<file path="src/rtl/bp_be_pkg.sv">
// Shared backend types for the aux-pipe arbiter and its in-flight tracker.
// Reservations carry their issue strobe in the MSB.
package bp_be_pkg;

  typedef enum logic [1:0] {
    e_bp_default_cfg,
    e_bp_tiny_cfg
  } bp_params_e;

  localparam int dpath_width_gp = 64;

  typedef enum logic [1:0] {
    e_aux_arb_run,
    e_aux_arb_drain,
    e_aux_arb_drained
  } aux_arb_state_e;

  typedef enum logic {
    e_aux_req0,
    e_aux_req1
  } aux_req_id_e;

  function automatic int bp_rsrv_width(bp_params_e cfg);
    return (cfg == e_bp_tiny_cfg) ? 24 : 40;
  endfunction

endpackage

</file>
<file path="src/rtl/bp_be_aux_tracker.sv">
// Shift register of {valid, id} following ops down the aux pipe.
// Flush kills every stage; count and next-cycle emptiness feed the arbiter.
module bp_be_aux_tracker
  import bp_be_pkg::*;
#(
  parameter int depth_p = 1
) (
  input  logic        clk_i,
  input  logic        reset_n_i,
  input  logic        flush_i,
  input  logic        v_i,
  input  aux_req_id_e id_i,
  output logic        v_o,
  output aux_req_id_e id_o,
  output logic        empty_next_o,
  output logic [2:0]  count_o
);

  logic [depth_p-1:0] v_r;
  logic [depth_p-1:0] id_r;
  logic               live;

  always_ff @(posedge clk_i or negedge reset_n_i) begin
    if (!reset_n_i) begin
      v_r  <= '0;
      id_r <= '0;
    end else begin
      for (int i = depth_p - 1; i > 0; i--) begin
        v_r[i]  <= v_r[i-1] & ~flush_i;
        id_r[i] <= id_r[i-1];
      end
      v_r[0]  <= v_i & ~flush_i;
      id_r[0] <= id_i;
    end
  end

  assign v_o  = v_r[depth_p-1];
  assign id_o = aux_req_id_e'(id_r[depth_p-1]);

  // The last stage retires this edge, so only earlier stages survive.
  always_comb begin
    count_o = '0;
    live    = v_i;
    for (int i = 0; i < depth_p; i++) begin
      count_o = count_o + 3'(v_r[i]);
      if (i < depth_p - 1) live = live | v_r[i];
    end
    empty_next_o = flush_i | ~live;
  end

endmodule

</file>
<file path="src/rtl/bp_be_aux_arbiter.sv">
// Round-robin arbiter for two requesters sharing one aux pipe, with
// result routing, flush, drain handshake and sticky fflags accrual.
module bp_be_aux_arbiter
  import bp_be_pkg::*;
#(
  parameter bp_params_e bp_params_p = e_bp_default_cfg,
  parameter int latency_p = 1,
  localparam int reservation_width_lp = bp_rsrv_width(bp_params_p)
) (
  input  logic                            clk_i,
  input  logic                            reset_n_i,
  input  logic                            req0_v_i,
  input  logic [reservation_width_lp-1:0] req0_reservation_i,
  output logic                            req0_ready_o,
  input  logic                            req1_v_i,
  input  logic [reservation_width_lp-1:0] req1_reservation_i,
  output logic                            req1_ready_o,
  output logic [reservation_width_lp-1:0] pipe_reservation_o,
  input  logic [dpath_width_gp-1:0]       pipe_data_i,
  input  logic [4:0]                      pipe_fflags_i,
  input  logic                            pipe_v_i,
  output logic                            resp0_v_o,
  output logic                            resp1_v_o,
  output logic [dpath_width_gp-1:0]       resp_data_o,
  output logic [4:0]                      resp_fflags_o,
  input  logic                            flush_i,
  input  logic                            drain_i,
  output logic                            drained_o,
  output logic [4:0]                      fflags_acc_o,
  input  logic                            fflags_clr_i,
  output logic [2:0]                      inflight_o
);

  localparam int v_bit_lp = reservation_width_lp - 1;

  aux_arb_state_e state_r, state_n;
  aux_req_id_e    ptr_r;
  aux_req_id_e    grant_id;
  aux_req_id_e    trk_id;
  logic           can_grant;
  logic           grant0, grant1, grant_v;
  logic           trk_v, trk_empty_next;
  logic           deliver;
  logic [4:0]     acc_r;

  // Ready looks only at the other requester's valid.
  assign can_grant = reset_n_i & (state_r == e_aux_arb_run)
                   & ~flush_i & ~drain_i;
  assign req0_ready_o = can_grant
                      & ((ptr_r == e_aux_req0) | ~req1_v_i);
  assign req1_ready_o = can_grant
                      & ((ptr_r == e_aux_req1) | ~req0_v_i);

  assign grant0   = req0_v_i & req0_ready_o;
  assign grant1   = req1_v_i & req1_ready_o;
  assign grant_v  = grant0 | grant1;
  assign grant_id = grant1 ? e_aux_req1 : e_aux_req0;

  always_comb begin
    pipe_reservation_o = grant1 ? req1_reservation_i
                                : req0_reservation_i;
    pipe_reservation_o[v_bit_lp] = grant_v;
  end

  always_ff @(posedge clk_i or negedge reset_n_i) begin
    if (!reset_n_i) ptr_r <= e_aux_req0;
    else if (grant_v)
      ptr_r <= grant1 ? e_aux_req0 : e_aux_req1;
  end

  always_ff @(posedge clk_i or negedge reset_n_i) begin
    if (!reset_n_i) state_r <= e_aux_arb_run;
    else state_r <= state_n;
  end

  always_comb begin
    state_n = state_r;
    unique case (state_r)
      e_aux_arb_run:
        if (drain_i) state_n = e_aux_arb_drain;
      e_aux_arb_drain:
        if (!drain_i) state_n = e_aux_arb_run;
        else if (trk_empty_next) state_n = e_aux_arb_drained;
      e_aux_arb_drained:
        if (!drain_i) state_n = e_aux_arb_run;
      default: state_n = e_aux_arb_run;
    endcase
  end

  assign drained_o = (state_r == e_aux_arb_drained);

  bp_be_aux_tracker #(
    .depth_p(latency_p)
  ) u_tracker (
    .clk_i       (clk_i),
    .reset_n_i   (reset_n_i),
    .flush_i     (flush_i),
    .v_i         (grant_v),
    .id_i        (grant_id),
    .v_o         (trk_v),
    .id_o        (trk_id),
    .empty_next_o(trk_empty_next),
    .count_o     (inflight_o)
  );

  assign deliver       = pipe_v_i & trk_v & ~flush_i;
  assign resp0_v_o     = deliver & (trk_id == e_aux_req0);
  assign resp1_v_o     = deliver & (trk_id == e_aux_req1);
  assign resp_data_o   = pipe_data_i;
  assign resp_fflags_o = pipe_fflags_i;

  always_ff @(posedge clk_i or negedge reset_n_i) begin
    if (!reset_n_i) acc_r <= '0;
    else if (fflags_clr_i) acc_r <= deliver ? pipe_fflags_i : '0;
    else if (deliver) acc_r <= acc_r | pipe_fflags_i;
  end

  assign fflags_acc_o = acc_r;

  a_untracked_result: assert property (
    @(posedge clk_i) disable iff (!reset_n_i)
    pipe_v_i |-> (trk_v | flush_i));

endmodule

</file>
<file path="config.mk">
export PLATFORM = sky130hd
export DESIGN_NAME = bp_be_aux_arbiter
export DESIGN_NICKNAME = d
export VERILOG_FILES = /design/src/rtl/bp_be_pkg.sv /design/src/rtl/bp_be_aux_tracker.sv /design/src/rtl/bp_be_aux_arbiter.sv
export SDC_FILE = /design/constraint.sdc
export NUM_CORES = 1
export LEC_CHECK = 0
export CAP_MARGIN = 20
export CELL_PAD_IN_SITES_DETAIL_PLACEMENT = 1
export CELL_PAD_IN_SITES_GLOBAL_PLACEMENT = 2
export CORE_ASPECT_RATIO = 0.8
export CORE_UTILIZATION = 10
export CTS_BUF_LIST = sky130_fd_sc_hd__clkbuf_4 sky130_fd_sc_hd__clkbuf_8
export DETAILED_ROUTE_END_ITERATION = 12
export GPL_TIMING_DRIVEN = 1
export PLACE_DENSITY = 0.92
export SYNTH_ARGS = -nofsm -noshare
export SYNTH_HDL_FRONTEND = slang
export SYNTH_SLANG_ARGS = --single-unit
export TNS_END_PERCENT = 30
</file>
<file path="constraint.sdc">
create_clock -name clk_i -period 3.7 [get_ports clk_i]
set_clock_uncertainty 0.05 [all_clocks]
set_input_delay 1.11 -clock clk_i [delete_from_list [all_inputs] [get_ports clk_i]]
set_output_delay 1.11 -clock clk_i [all_outputs]
set_load 0.01 [all_outputs]
</file>
**Word level (Yosys, flattened, before mapping)**

Index checks and enable logic that the tools add are counted.

- Memories kept: 0
- Flip-flop bits (word level): 10
- RAM bits: 0
- Bits in latches: 0
- Output and inout bits: 122
- Memory bits (read-only): 0
- Input port bits: 157
- Logic and storage cells: 48

- $add $sub $neg: 0
- Div/mod/pow operators: 0
- Equal/unequal tests: 5
- Reductions and logical operators: 3
- $mul: 0
- Muxes and demuxes: 11
- Bitwise gates (word level): 24
- Shift-type cells: 0
- Magnitude comparators: 0

Operator list:

| cell | count |
|---|---|
| 39-bit two-way mux | 1 |
| 5-bit two-way mux | 3 |
| 1-bit AND | 12 |
| 2-bit two-way mux | 4 |
| 1-bit NOT | 7 |
| 2-bit one-hot mux with 3 select lines | 1 |
| 5-bit bitwise OR | 1 |
| 2-bit != test, second input constant | 2 |
| 1-bit bitwise OR | 4 |
| 3-bit != test, second input constant | 1 |
| 3-bit AND reduction | 1 |
| 2-bit by 1-bit == test with 1-bit output, second input constant | 1 |
| 2-bit == test, second input constant | 1 |
| 2-bit logical NOT | 1 |
| 1-bit two-way mux | 2 |
| 2-bit nonzero test | 1 |

**Depth between registers and ports, before layout**

- Depth after elaboration: 12
- Depth in mapped cells: 4
- Depth with buffers taken out: 3

**By module**

Synthesis repeated with hierarchy kept, for this count alone.

- Cells, all modules: 156
- Area, all modules: 1632.8 µm²

By module, submodules not included:

| module | cells each | seq. area each (µm²) | area each (µm²) | times used |
|---|---|---|---|---|
| bp_be_aux_arbiter | 148 | 200.2 | 1544.0 | 1 |
| bp_be_aux_tracker | 8 | 50.0 | 88.8 | 1 |

**Worst setup path after synthesis**

No wires, ideal clock.

- Kind: in2out
- From: input flush_i
- To: output pipe_reservation_o[0]
- Path buffers: 1
- Arrival time: 2.035 ns
- Required time: 2.540 ns
- Path slack: 0.505 ns
- Stages on the path: 4
- Cell sequence: and4bb_2 > nand3b_2 > buf_6 > mux2_4

- Longest elaborated chain between the ends: 6

Ends and longest elaborated chain:

| item | RTL line | RTL |
|---|---|---|
| start: declaration | bp_be_aux_arbiter.sv:26 | `input logic flush_i,` |
| 1-bit NOT | bp_be_aux_arbiter.sv:48 | `& ~flush_i & ~drain_i;` |
| 1-bit AND (2 in a row) | bp_be_aux_arbiter.sv:48 |  |
| 1-bit AND | bp_be_aux_arbiter.sv:52 | `& ((ptr_r == e_aux_req1) \| ~req0_v_i);` |
| 1-bit AND | bp_be_aux_arbiter.sv:55 | `assign grant1 = req1_v_i & req1_ready_o;` |
| 39-bit two-way mux | bp_be_aux_arbiter.sv:60 | `pipe_reservation_o = grant1 ? req1_reservation_i` |
| end: declaration | bp_be_aux_arbiter.sv:18 | `output logic [reservation_width_lp-1:0] pipe_reservation_o,` |

No other way between the ends.

**Worst setup path after layout**

- From: input drain_i
- To: output pipe_reservation_o[23]

- Longest elaborated chain between the ends: 5

Ends and longest elaborated chain:

| item | RTL line | RTL |
|---|---|---|
| start: declaration | bp_be_aux_arbiter.sv:27 | `input logic drain_i,` |
| 1-bit NOT | bp_be_aux_arbiter.sv:48 |  |
| 1-bit AND | bp_be_aux_arbiter.sv:48 |  |
| 1-bit AND | bp_be_aux_arbiter.sv:52 |  |
| 1-bit AND | bp_be_aux_arbiter.sv:55 |  |
| 39-bit two-way mux | bp_be_aux_arbiter.sv:60 |  |

No other way between the ends.

==> results.yml <==
run_status:
  outcome: "complete, no violations"
synth:
  avgSynthCellArea_um2: 10.35
  synth_area_um2: 1615
  synthDistinctLibCells: 19
  synth.area.top_cells: "mux2_4, buf_4, dfrtp_1"
  synth.most_common_cell: "buf_4"
  synth_common_cells: "buf_4, mux2_4, dfrtp_1"
  async_reset_ff_share_pct: 100.0
  synth_top_area_share_pct: 36.25
  dominantRegCellSynth: "dfrtp_1"
  synth-edff-count: 0
  seq_area_frac_synth_pct: 15.49
  ys_ff_latch: 10
  netlist_instances: 156
  yosys_warnings: 0
  yosys.area.top_type: "mux2_4"
power_and_ir_drop:
  p_switching_uw: 136.9
  power_uw: 527.9
  swShare_pct: 25.93
  pwr-share-comb_pct: 50.2
  ir_worst_vdd_mv: 0.1200
  internal-power_uw: 391.0
  pwr-share-seq_pct: 24.2
  p_per_area_nw_per_um2: 182.3
  power.leakage_nw: 1.393
  power.clock.fraction_pct: 25.5
flow_run:
  drv_cap: 0
floorplanning:
  initial_core_util_pct: 10.22
  core_um2: 15800
  die_w_um: 144.1
  dieArea_um2: 16670
  row_count: 41
  die-height_um: 115.7
  num_io_pins: 279
placement:
  port_buffers: 146
  hpwlAfterDp_um: 5589
  place_congestion: 0.7072
  dp.cells: 449
  dpl_cell_area_um2: 2829
finish:
  postLayoutCoreUtil_pct: 18.33
  layout.nets: 403
  layout.cell_area.non_filler_um2: 2897
  drive_gt1_share_pct: 43.27
  final_cells: 460
  fillCellCount: 1890
  areaGrowthSynthToFinish_pct: 79.32
  diodes: 0
clock_network:
  hold_buffers: 0
  cts_max_level: 1
  cts_root_buf: "clkbuf_8"
  insertion_delay_ns: 0.23
  cts_made_buffers: 3
  path_clk_slew_ns: 0.04
  cts.path.max_buffers: 2
  cts_tree: "built"
  cts_sinks: 10
setup_path:
  cp.required_ns: 2.54
  crit_fanout: 8
  critPathCaptureType: "output pin"
  critPathLaunchType: "input pin"
  crit_type: "input pin to output pin"
  cp.arrival_ns: 2.44
sta:
  min_period_over_period_pct: 97.30
  setup_viol: 0
  maxSlewViolCount: 0
  max_freq_mhz: 277.8
  finalHoldViolations: 0
  rsz0062_at_grt: "no"
  fin_setup_tns_ns: 0
  period_minus_slack_ns: 3.600
grt:
  grt_pass1_vias: 1326
  grt_pass1_wl_um: 8873
  grt.total_usage_pct: 7.340
  antenna_found_initial: 0
  grt_start_max_net_pins: 9
  overflow: 0
routing:
  drcViolationCount: 0
  firstDrtPassIters: 3
  wl_per_cell_um: 14.72
  avgViaCountPerCell: 2.928
  antenna_left: 0
  drt-total-wl_um: 6771
  drt-initial-drc-count: 28
  route.vias.total: 1347
hold_path:
  hold_path.class: "flop to flop"
## final timing paths
kind | startpoint | endpoint | slack [ns] | cells after the start
setup reg to reg | state_r[1] | u_tracker.id_o | 2.43 | 5
max in group asynchronous | reset_n_i | fflags_acc_o[0] | 2.68 | 2
hold / removal | fflags_acc_o[0] | fflags_acc_o[0] | 0.47 | 1
setup / recovery | drain_i | pipe_reservation_o[23] | 0.1 | 7
hold reg to reg | fflags_acc_o[0] | fflags_acc_o[0] | 0.47 | 1
min in group asynchronous | reset_n_i | u_tracker.v_o | 0.75 | 2
## per-stage QoR
step	hold WS (ns)	worst slack (ns)
after CTS	0.4753	0.002043
after floorplan	0.4386	0.5052
final	0.4681	0.09985
after global placement	0.4486	-0.5613
after global routing	0.4995	0.05387
after detailed placement	0.4588	-0.5743
## critical path, cell delays in order
cell and delay [ns]:
buf_2 0.12, and4bb_2 0.32, nand3b_4 0.12, buf_12 0.18
buf_12 0.15, mux2_4 0.30, buf_2 0.14
## cell families (layout without fill, tap and decap cells)
logic type,Yosys count,after routing,synth area share (%)
buffers and inverters,79,167,37.18
muxes,39,39,36.25
and+or+nand+nor,19,19,6.817
DFF,10,10,15.49
AOI/OAI and AO/OA,8,8,4.028
other,1,2,0.2322
## power groups by stage
stage	registers (mW)	clock network, mW	logic [mW]
detailed placement	0.127	0	0.273
CTS	0.128	0.140	0.267
global route	0.129	0.144	0.280
finish	0.128	0.135	0.265
floorplan	0.125	0	0.168
global placement	0.127	0	0.268
## repair_timing
action | 4_1_cts | 5_1_grt
buffers inserted | 2 | 1
cloned | 4 | 0
resized for setup | 184 | 9
setup endpoints to repair | 43 | 37
pin swaps | 1 | 2
## per-layer routing
metal / global-route usage, % / share of wire [%] / wire length [µm]
met1: 10.79 / 47 / 3168
met2: 9.565 / 45 / 3051
met3: 3.430 / 7.7 / 523
met4: 1.135 / 0.40 / 27
met5: 0 / 0 / 0
## placed cells by master, fill, tap and decap left out, types with 2 or more instances in the layout
cell type	instances
conb_1	2
dfrtp_1	10
clkbuf_8	4
buf_4	7
nand2_1	2
clkbuf_2	3
buf_6	6
buf_12	4
inv_1	2
clkdlybuf4s50_1	98
a22o_1	6
dlygate4sd2_1	4
mux2_4	39
buf_2	34
nor2b_1	2
and2_1	2
buf_16	4
nor2_1	5
## registers in the layout (all words and copies together) (netlist names)
| signal | cells |
|---|---|
| fflags_acc_o | 5 |
| ptr_r | 1 |
| state_r | 2 |
| u_tracker.id_o | 1 |
| u_tracker.v_o | 1 |
## cell type report
type	count	area, µm²	share of cell area (%)
inverter	2	7.507	0.2592
sequential	10	250.2	8.639
multi-input combinational	68	790.8	27.30
tap	215	269.0	9.287
clock buffer	4	55.05	1.901
timing repair buffer	161	1524	52.61
Power figures use the tool's default switching activity.
